File: src/rtl/cpu_pkg.sv
// cpu_pkg: widths, opcode map and fetch state encoding shared by fetch and control
package cpu_pkg;
  localparam int OPCODE_W = 4;
  localparam int INSTR_W = 16;
  localparam int PC_W = 8;
  localparam int unsigned RESET_PC = 0;
  localparam logic [OPCODE_W-1:0] OP_ADD  = 4'h0;
  localparam logic [OPCODE_W-1:0] OP_SUB  = 4'h1;
  localparam logic [OPCODE_W-1:0] OP_AND  = 4'h2;
  localparam logic [OPCODE_W-1:0] OP_OR   = 4'h3;
  localparam logic [OPCODE_W-1:0] OP_XOR  = 4'h4;
  localparam logic [OPCODE_W-1:0] OP_SLL  = 4'h5;
  localparam logic [OPCODE_W-1:0] OP_SRL  = 4'h6;
  localparam logic [OPCODE_W-1:0] OP_ADDI = 4'h7;
  localparam logic [OPCODE_W-1:0] OP_LW   = 4'h8;
  localparam logic [OPCODE_W-1:0] OP_SW   = 4'h9;
  localparam logic [OPCODE_W-1:0] OP_LUI  = 4'hA;
  localparam logic [OPCODE_W-1:0] OP_SLT  = 4'hB;
  localparam logic [OPCODE_W-1:0] OP_BEQ  = 4'hC;
  localparam logic [OPCODE_W-1:0] OP_BNE  = 4'hD;
  localparam logic [OPCODE_W-1:0] OP_JAL  = 4'hE;
  localparam logic [OPCODE_W-1:0] OP_JMP  = 4'hF;
  typedef enum logic [1:0] {S_IDLE, S_WAIT, S_HOLD, S_DROP} fetch_state_e;
endpackage

File: src/rtl/fetch_skid_buf.sv
// fetch_skid_buf: one-entry parking register for a response accepted while decode is stalled
module fetch_skid_buf #(
  parameter int PC_W = cpu_pkg::PC_W,
  parameter int INSTR_W = cpu_pkg::INSTR_W
) (
  input  logic               clk,
  input  logic               load_i,
  input  logic               clear_i,
  input  logic [INSTR_W-1:0] data_i,
  input  logic [PC_W-1:0]    pc_i,
  output logic [INSTR_W-1:0] data_o,
  output logic [PC_W-1:0]    pc_o,
  output logic               full_o
);
  logic full_q;
  logic [INSTR_W-1:0] data_q;
  logic [PC_W-1:0] pc_q;
  // clear wins over load so a flush never leaves a stale entry behind
  always_ff @(posedge clk) begin
    full_q <= clear_i ? 1'b0 : load_i ? 1'b1 : full_q;
    if (load_i) begin
      data_q <= data_i;
      pc_q <= pc_i;
    end
  end
  assign data_o = data_q;
  assign pc_o = pc_q;
  assign full_o = full_q;
endmodule

File: src/rtl/instruction_fetch_unit.sv
// instruction_fetch_unit: owns the PC, issues single-outstanding imem fetches and holds the IF/ID register
module instruction_fetch_unit #(
  parameter int PC_W = cpu_pkg::PC_W,
  parameter int INSTR_W = cpu_pkg::INSTR_W,
  parameter int unsigned RESET_PC = cpu_pkg::RESET_PC
) (
  input  logic                          clk,
  input  logic                          reset,
  input  logic                          stall,
  input  logic                          redirect,
  input  logic [PC_W-1:0]               redirect_pc,
  output logic                          imem_req,
  output logic [PC_W-1:0]               imem_addr,
  input  logic                          imem_valid,
  input  logic [INSTR_W-1:0]            imem_rdata,
  output logic [INSTR_W-1:0]            instr,
  output logic [cpu_pkg::OPCODE_W-1:0]  opcode,
  output logic [PC_W-1:0]               instr_pc,
  output logic                          instr_valid
);
  import cpu_pkg::*;
  fetch_state_e state_q, state_d;
  logic [PC_W-1:0] pc_q, pc_d, pc_inc, instr_pc_q, instr_pc_d, skid_pc;
  logic [INSTR_W-1:0] instr_q, instr_d, skid_data;
  logic instr_valid_q, instr_valid_d, skid_full;
  logic flush, accept, park, release_skid;
  assign flush = reset | redirect;
  assign pc_inc = pc_q + PC_W'(1);
  assign accept = state_q == S_WAIT && imem_valid;
  assign park = accept && stall;
  assign release_skid = state_q == S_HOLD && !stall;
  assign imem_req = !flush && (state_q == S_IDLE || (accept && !stall) || release_skid);
  assign imem_addr = imem_req ? (accept ? pc_inc : pc_q) : '0;
  assign instr = instr_q;
  assign opcode = instr_q[INSTR_W-1 -: OPCODE_W];
  assign instr_pc = instr_pc_q;
  assign instr_valid = instr_valid_q;
  fetch_skid_buf #(.PC_W(PC_W), .INSTR_W(INSTR_W)) u_skid (
    .clk(clk),
    .load_i(park && !flush),
    .clear_i(flush || release_skid),
    .data_i(imem_rdata),
    .pc_i(pc_q),
    .data_o(skid_data),
    .pc_o(skid_pc),
    .full_o(skid_full)
  );
  // a flush with a response still in flight must swallow it, hence S_DROP
  always_comb begin
    state_d = flush ? (((state_q == S_WAIT || state_q == S_DROP) && !imem_valid) ? S_DROP : S_IDLE)
            : state_q == S_IDLE ? S_WAIT
            : state_q == S_DROP ? (imem_valid ? S_IDLE : S_DROP)
            : park ? S_HOLD
            : release_skid ? S_WAIT
            : state_q;
    pc_d = redirect ? redirect_pc : accept ? pc_inc : pc_q;
    instr_valid_d = redirect ? 1'b0 : stall ? instr_valid_q : accept | (release_skid & skid_full);
    instr_d = (redirect || stall) ? instr_q : release_skid ? skid_data : accept ? imem_rdata : instr_q;
    instr_pc_d = (redirect || stall) ? instr_pc_q : release_skid ? skid_pc : accept ? pc_q : instr_pc_q;
  end
  // PC and IF/ID register; state reset is folded into state_d so in-flight responses are tracked
  always_ff @(posedge clk) begin
    if (reset) begin
      pc_q <= PC_W'(RESET_PC);
      instr_q <= '0;
      instr_pc_q <= '0;
      instr_valid_q <= 1'b0;
    end else begin
      pc_q <= pc_d;
      instr_q <= instr_d;
      instr_pc_q <= instr_pc_d;
      instr_valid_q <= instr_valid_d;
    end
    state_q <= state_d;
  end
endmodule

File: config.mk
export PLATFORM = sky130hd
export DESIGN_NAME = instruction_fetch_unit
export DESIGN_NICKNAME = d
export VERILOG_FILES = /design/src/rtl/cpu_pkg.sv /design/src/rtl/fetch_skid_buf.sv /design/src/rtl/instruction_fetch_unit.sv
export SDC_FILE = /design/constraint.sdc
export NUM_CORES = 1
export LEC_CHECK = 0
export BUFFER_PORTS_ARGS = -buffer_cell sky130_fd_sc_hd__buf_2
export CAP_MARGIN = 20
export CORE_ASPECT_RATIO = 0.8
export CORE_MARGIN = 8
export CORE_UTILIZATION = 53
export CTS_CLUSTER_SIZE = 16
export DETAILED_ROUTE_END_ITERATION = 10
export MAX_ROUTING_LAYER = met4
export PLACE_DENSITY = 0.77
export SLEW_MARGIN = 10
export SYNTH_ARGS = -nofsm -noshare
export SYNTH_HDL_FRONTEND = slang
export SYNTH_SLANG_ARGS = --single-unit
File: constraint.sdc
create_clock -name clk -period 2.8 [get_ports clk]
set_input_delay 0.28 -clock clk [delete_from_list [all_inputs] [get_ports clk]]
set_output_delay 0.28 -clock clk [all_outputs]
set_load 0.05 [all_outputs]
After elaboration in Yosys (flattened, before gate mapping)
Cells that the tools add are included.
Operators by class
  add/sub/neg operators: 1
  eq/ne operators: 3
  multiplexer cells: 14
  bitwise gates (word level): 4
  reductions and logical operators: 20
Operators with widths (number)
  two-way mux 8 bit: 5
  two-way mux 16 bit: 2
  two-way mux 2 bit: 7
  adder 8 x 1 -> 8 bit, second input constant: 1
  logical AND 1 bit: 7
  logical OR 1 bit: 5
  nonzero test 5 bit: 1
  equality test 2 bit, second input constant: 2
  logical NOT 1 bit: 3
  equality test 2 x 1 -> 1 bit, second input constant: 1
  logical NOT 2 bit: 1
  OR 1 bit: 2
  AND reduction 2 bit: 1
  nonzero test 2 bit: 1
  OR reduction 2 bit: 1
  bitwise AND 1 bit: 1
  inverter 1 bit: 1
Word-level totals
  register bits after elaboration: 60
  output and inout bits: 38
  logic and storage cells: 50

Depth between registers and ports, before layout
  depth in word-level cells: 7
  mapped depth: 5
  mapped depth without buffers: 5

Cells and area by module
Synthesis repeated with hierarchy kept, for this count alone.
Second synthesis, totals
  cell total of the unflattened synthesis: 224
  area, all modules: 2701.3 sq um
Modules (own cells, without submodules)
  instruction_fetch_unit: times used 1, cells an instance 198, area an instance 1950.6 sq um, seq. area each 720.7 sq um
  fetch_skid_buf: times used 1, cells an instance 26, area an instance 750.7 sq um, seq. area each 740.7 sq um

Worst setup path before layout
No wires, ideal clock.
  path kind: input to register
  start point: input port reset
  end point: register u_skid.data_q[0] (netlist: u_skid.data_o[0]) (enable)
  library setup time: 0.405 ns
  data arrival time: 1.780 ns
  required time: 2.395 ns
  slack: 0.615 ns
  stages on the path: 4
  buffers on the path: 1
  cells stage by stage: clkbuf_1 nor2_1 nand2_1 nor2_1
Between the ends
  cells in the longest elaborated chain, start to end: 3
RTL lines
  start: declaration: line instruction_fetch_unit.sv:8  | input logic reset,
  OR 1 bit: line instruction_fetch_unit.sv:27  | assign flush = reset | redirect;
  logical NOT 1 bit: line instruction_fetch_unit.sv:40  | .load_i(park && !flush),
  logical AND 1 bit: line instruction_fetch_unit.sv:40
  named net u_skid.load_i: line fetch_skid_buf.sv:7  | input logic load_i,
  end signal: assignment: line fetch_skid_buf.sv:22  | data_q <= data_i;
  end: declaration: line fetch_skid_buf.sv:16  | logic [INSTR_W-1:0] data_q;
The timed path passes the listed nets, and every way through them passes these cells.
A chain may end at the register's enable or synchronous reset.

Worst setup path after layout
  start point: register state_q[1]
  end point: output port imem_addr[3]
Between the ends
  cells in the longest elaborated chain, start to end: 7
RTL lines
  start: declaration: line instruction_fetch_unit.sv:22  | fetch_state_e state_q, state_d;
  start signal: assignment: line instruction_fetch_unit.sv:74  | state_q <= state_d;
  equality test 2 x 1 -> 1 bit: line instruction_fetch_unit.sv:29  | assign accept = state_q == S_WAIT && imem_valid;
  logical AND 1 bit: line instruction_fetch_unit.sv:29
  logical AND 1 bit: line instruction_fetch_unit.sv:32  | assign imem_req = !flush && (state_q == S_IDLE || (accept && !stall) || release_skid);
  logical OR 1 bit (2 in a row): line instruction_fetch_unit.sv:32
  logical AND 1 bit: line instruction_fetch_unit.sv:32
  two-way mux 8 bit *: line instruction_fetch_unit.sv:33  | assign imem_addr = imem_req ? (accept ? pc_inc : pc_q) : '0;
  end: declaration: line instruction_fetch_unit.sv:13  | output logic [PC_W-1:0] imem_addr,
Mark *: on every way between the ends. The rest lies on a longest branch, timed or not.

==> results.json <==
{
  "synth_adder_area_share": 0.00463,
  "syn_area_per_cell_um2": 12.0,
  "grt_overflow": 0,
  "synth_sequential_area_ratio": 0.540,
  "drv.max_cap_violation_count": 0,
  "number_of_cts_inserted_buffers": 9,
  "startpoint": "state_q[1]",
  "drive_above_1_share": 0.384,
  "wl_um": 5340,
  "filler_cell_count": 405,
  "start_util": 0.546,
  "finalInstanceArea_mm2": 0.00320,
  "synth_most_common_cell": "nor2_1",
  "final_hold_vios": 0,
  "critical_path.slowest_cell": "edfxtp_1",
  "status": "complete, no violations",
  "critPathRequiredTime_ns": 2.52,
  "die_width_um": 95.9,
  "post-route-period-util": 0.806,
  "initial_antenna_violation_count": 0,
  "final_core_util": 0.647,
  "synthSimpleGateAreaFrac": 0.118,
  "clock_latency_ns": 0.33,
  "synth-warning-count": 0,
  "drtPass1Iterations": 4,
  "clock_sinks": 60,
  "async_reset_ff_frac": 0,
  "hold_path.class": "in -> reg",
  "clockBufferDepth": 2,
  "setup_violations": 0,
  "r2r_slack_ns": 0.86,
  "die-area_mm2": 0.00766,
  "netlist_instances": 225,
  "io_pins": 67,
  "synth-compound-area-share": 0.166,
  "setup_repair_after_global_routing_missed_its_margin": "no",
  "cts_resized": 0,
  "grt_first_pass_wirelength_um": 8690,
  "power.static_leakage_nw": 1.22,
  "grt_pass1_vias": 1846,
  "route.detailed.wl_per_inst_um": 15.1,
  "worstSetupStartpointType": "flip-flop",
  "cts_post_setup_buffers_inserted": 0,
  "core_region_area_mm2": 0.00495,
  "route.vias.total": 1846,
  "timing_worst_slew_pin_value_ns": 0.586,
  "timing.critical_path.fanout_max": 9,
  "post_synth_xor_area_fraction": 0.0227,
  "maximum_vdd_drop_mv": 0.490,
  "synth_common_cells": "43 x nor2_1, 34 x dfxtp_1, 26 x edfxtp_1",
  "rows": 23,
  "syn_to_layout_area_delta_pct": 18.5,
  "cp_delay_by_family_top": "simple AND/OR/NAND/NOR gates",
  "cts_hold_buf": 0,
  "maximum_number_of_pins_on_one_net_before_global_route_repair": 49,
  "muxShareOfSynthArea": 0.0925,
  "synth.net_count": 255,
  "post_detailed_route_via_to_cell_ratio": 5.21,
  "worstHoldStart": "imem_rdata[2]",
  "signal_arrival_time_at_the_worst_endpoint_ns": 1.98,
  "synth_top_family_by_area": "compound AO/OA/AOI/OAI gates",
  "finClkSkew_ns": 0.00587,
  "max_freq_ghz": 0.443,
  "cpPeakStageDelay_ns": 0.52,
  "yosys-top-cells-area": "edfxtp_1 29%, dfxtp_1 25%, a211oi_2 11%",
  "synthesis.area_mm2": 0.00270,
  "ys_ff_latch": 60,
  "dr.first_iter.drc_count": 97,
  "gr-usage-all-layers": 0.152,
  "die_h_um": 79.9,
  "max-slew-margin-rel": 0.609,
  "end_kind": "primary output",
  "critical_path.reg2reg.startpoint": "state_q[0]",
  "cts_tree": "yes",
  "synth_cell_type_count": 33,
  "placed_area_mm2": 0.00300,
  "layout.nets": 317,
  "cts_root_buffer": "clkbuf_8",
  "ant_nets": 0,
  "fin_crit_ns": 2.26,
  "worstPathBufferInverterCount": 1,
  "netlist.area_leader.share": 0.289,
  "buffer_ports.inserted": 66,
  "post-synth-top-area-cell": "edfxtp_1",
  "synth_enable_flop_cells": 26,
  "p_per_area_mw_per_mm2": 690,
  "setup_total_negative_slack_ns": 0,
  "yosys_most_used_dff": "dfxtp_1",
  "place.gp.congestion": 0.807,
  "critPathKind": "reg -> out",
  "cts.htree.levels": 3,
  "drc_errors_left": 0,
  "path_cells": "and3b_1 > nand4_1 > xor2_1 > nor2_1 > buf_2",
  "hpwlAfterDp_um": 3800,
  "antenna_diodes": 0,
  "path_clk_slew_ns": 0.07,
  "timing.final.max_slew_violations": 0
}
[final timing paths]
| kind | to | cells after the start |
|---|---|---|
| max | imem_addr[3] | 5 |
| min | u_skid.data_o[2] | 1 |
| max reg2reg | instr[4] | 5 |
| min reg2reg | u_skid.full_o | 2 |
[metrics by stage]
step                      power (mW)  hold slack [ns]  setup WS [ns]  std cells
final                           2.21            0.137          0.543        354
after detailed placement        1.43            0.475          0.854        338
after global routing            2.31            0.110          0.368        354
after global placement          1.42            0.474          0.919        338
after CTS                       2.23            0.120          0.525        354
after floorplan                 1.35            0.379          0.615        225
[area by class of cell]
cell class | count | area (um2) | share of cell area
sequential | 60 | 1460 | 0.456
inverter | 3 | 11.3 | 0.00352
timing repair buffer | 69 | 353 | 0.110
clock buffer | 10 | 128 | 0.0398
tap | 62 | 77.6 | 0.0242
clock inverter | 6 | 78.8 | 0.0246
multi-input combinational | 144 | 1090 | 0.341
[placed cells by master (no fill, tap or decap), drive strengths merged]
cell type and instances:
a211oi 33, a21boi 1, a21oi 4, and2 1, and3b 1, buf 69, bufinv 2, clkbuf 10
clkinv 4, dfxtp 34, edfxtp 26, ha 1, inv 3, mux2i 25, nand2 8, nand2b 3
nand3 1, nand3b 1, nand4 2, nor2 44, nor2b 1, nor3 3, nor4 1, o21ai 5
o21bai 1, o22a 1, xnor2 4, xor2 3
[metal layers]
metal | up-vias | part of all wire | global-route usage | routed length [um]
li1 | 933 | - | - | -
met1 | 837 | 0.47 | 0.187 | 2490
met2 | 66 | 0.44 | 0.217 | 2350
met3 | 10 | 0.082 | 0.0583 | 439
met4 | 0 | 0.013 | 0.0643 | 67
met5 | - | 0 | - | 0
[kinds of logic (layout without fill, tap and decap cells)]
| family | count (synthesis) | count (layout) |
|---|---|---|
| XOR/XNOR | 7 | 7 |
| AND/OR/NAND/NOR | 66 | 66 |
| flip-flops | 60 | 60 |
| multiplexers | 25 | 25 |
| AO/OA/AOI/OAI | 45 | 45 |
| adder cells (fa/ha/maj) | 1 | 1 |
| buffers and inverters | 21 | 88 |
[report_power, final]
part | internal (mW) | switching, mW | total (mW)
clock network | 0.493 | 0.311 | 0.804
logic | 0.126 | 0.280 | 0.406
registers | 0.961 | 0.0397 | 1.00
total | 1.58 | 0.630 | 2.21
[state kept, by name, indices dropped and copies added (netlist names)]
signal         cells
instr             16
u_skid.data_o     16
instr_pc           8
pc_q               8
u_skid.pc_o        8
state_q            2
instr_valid        1
u_skid.full_o      1
(Power assumes the default switching activity.)
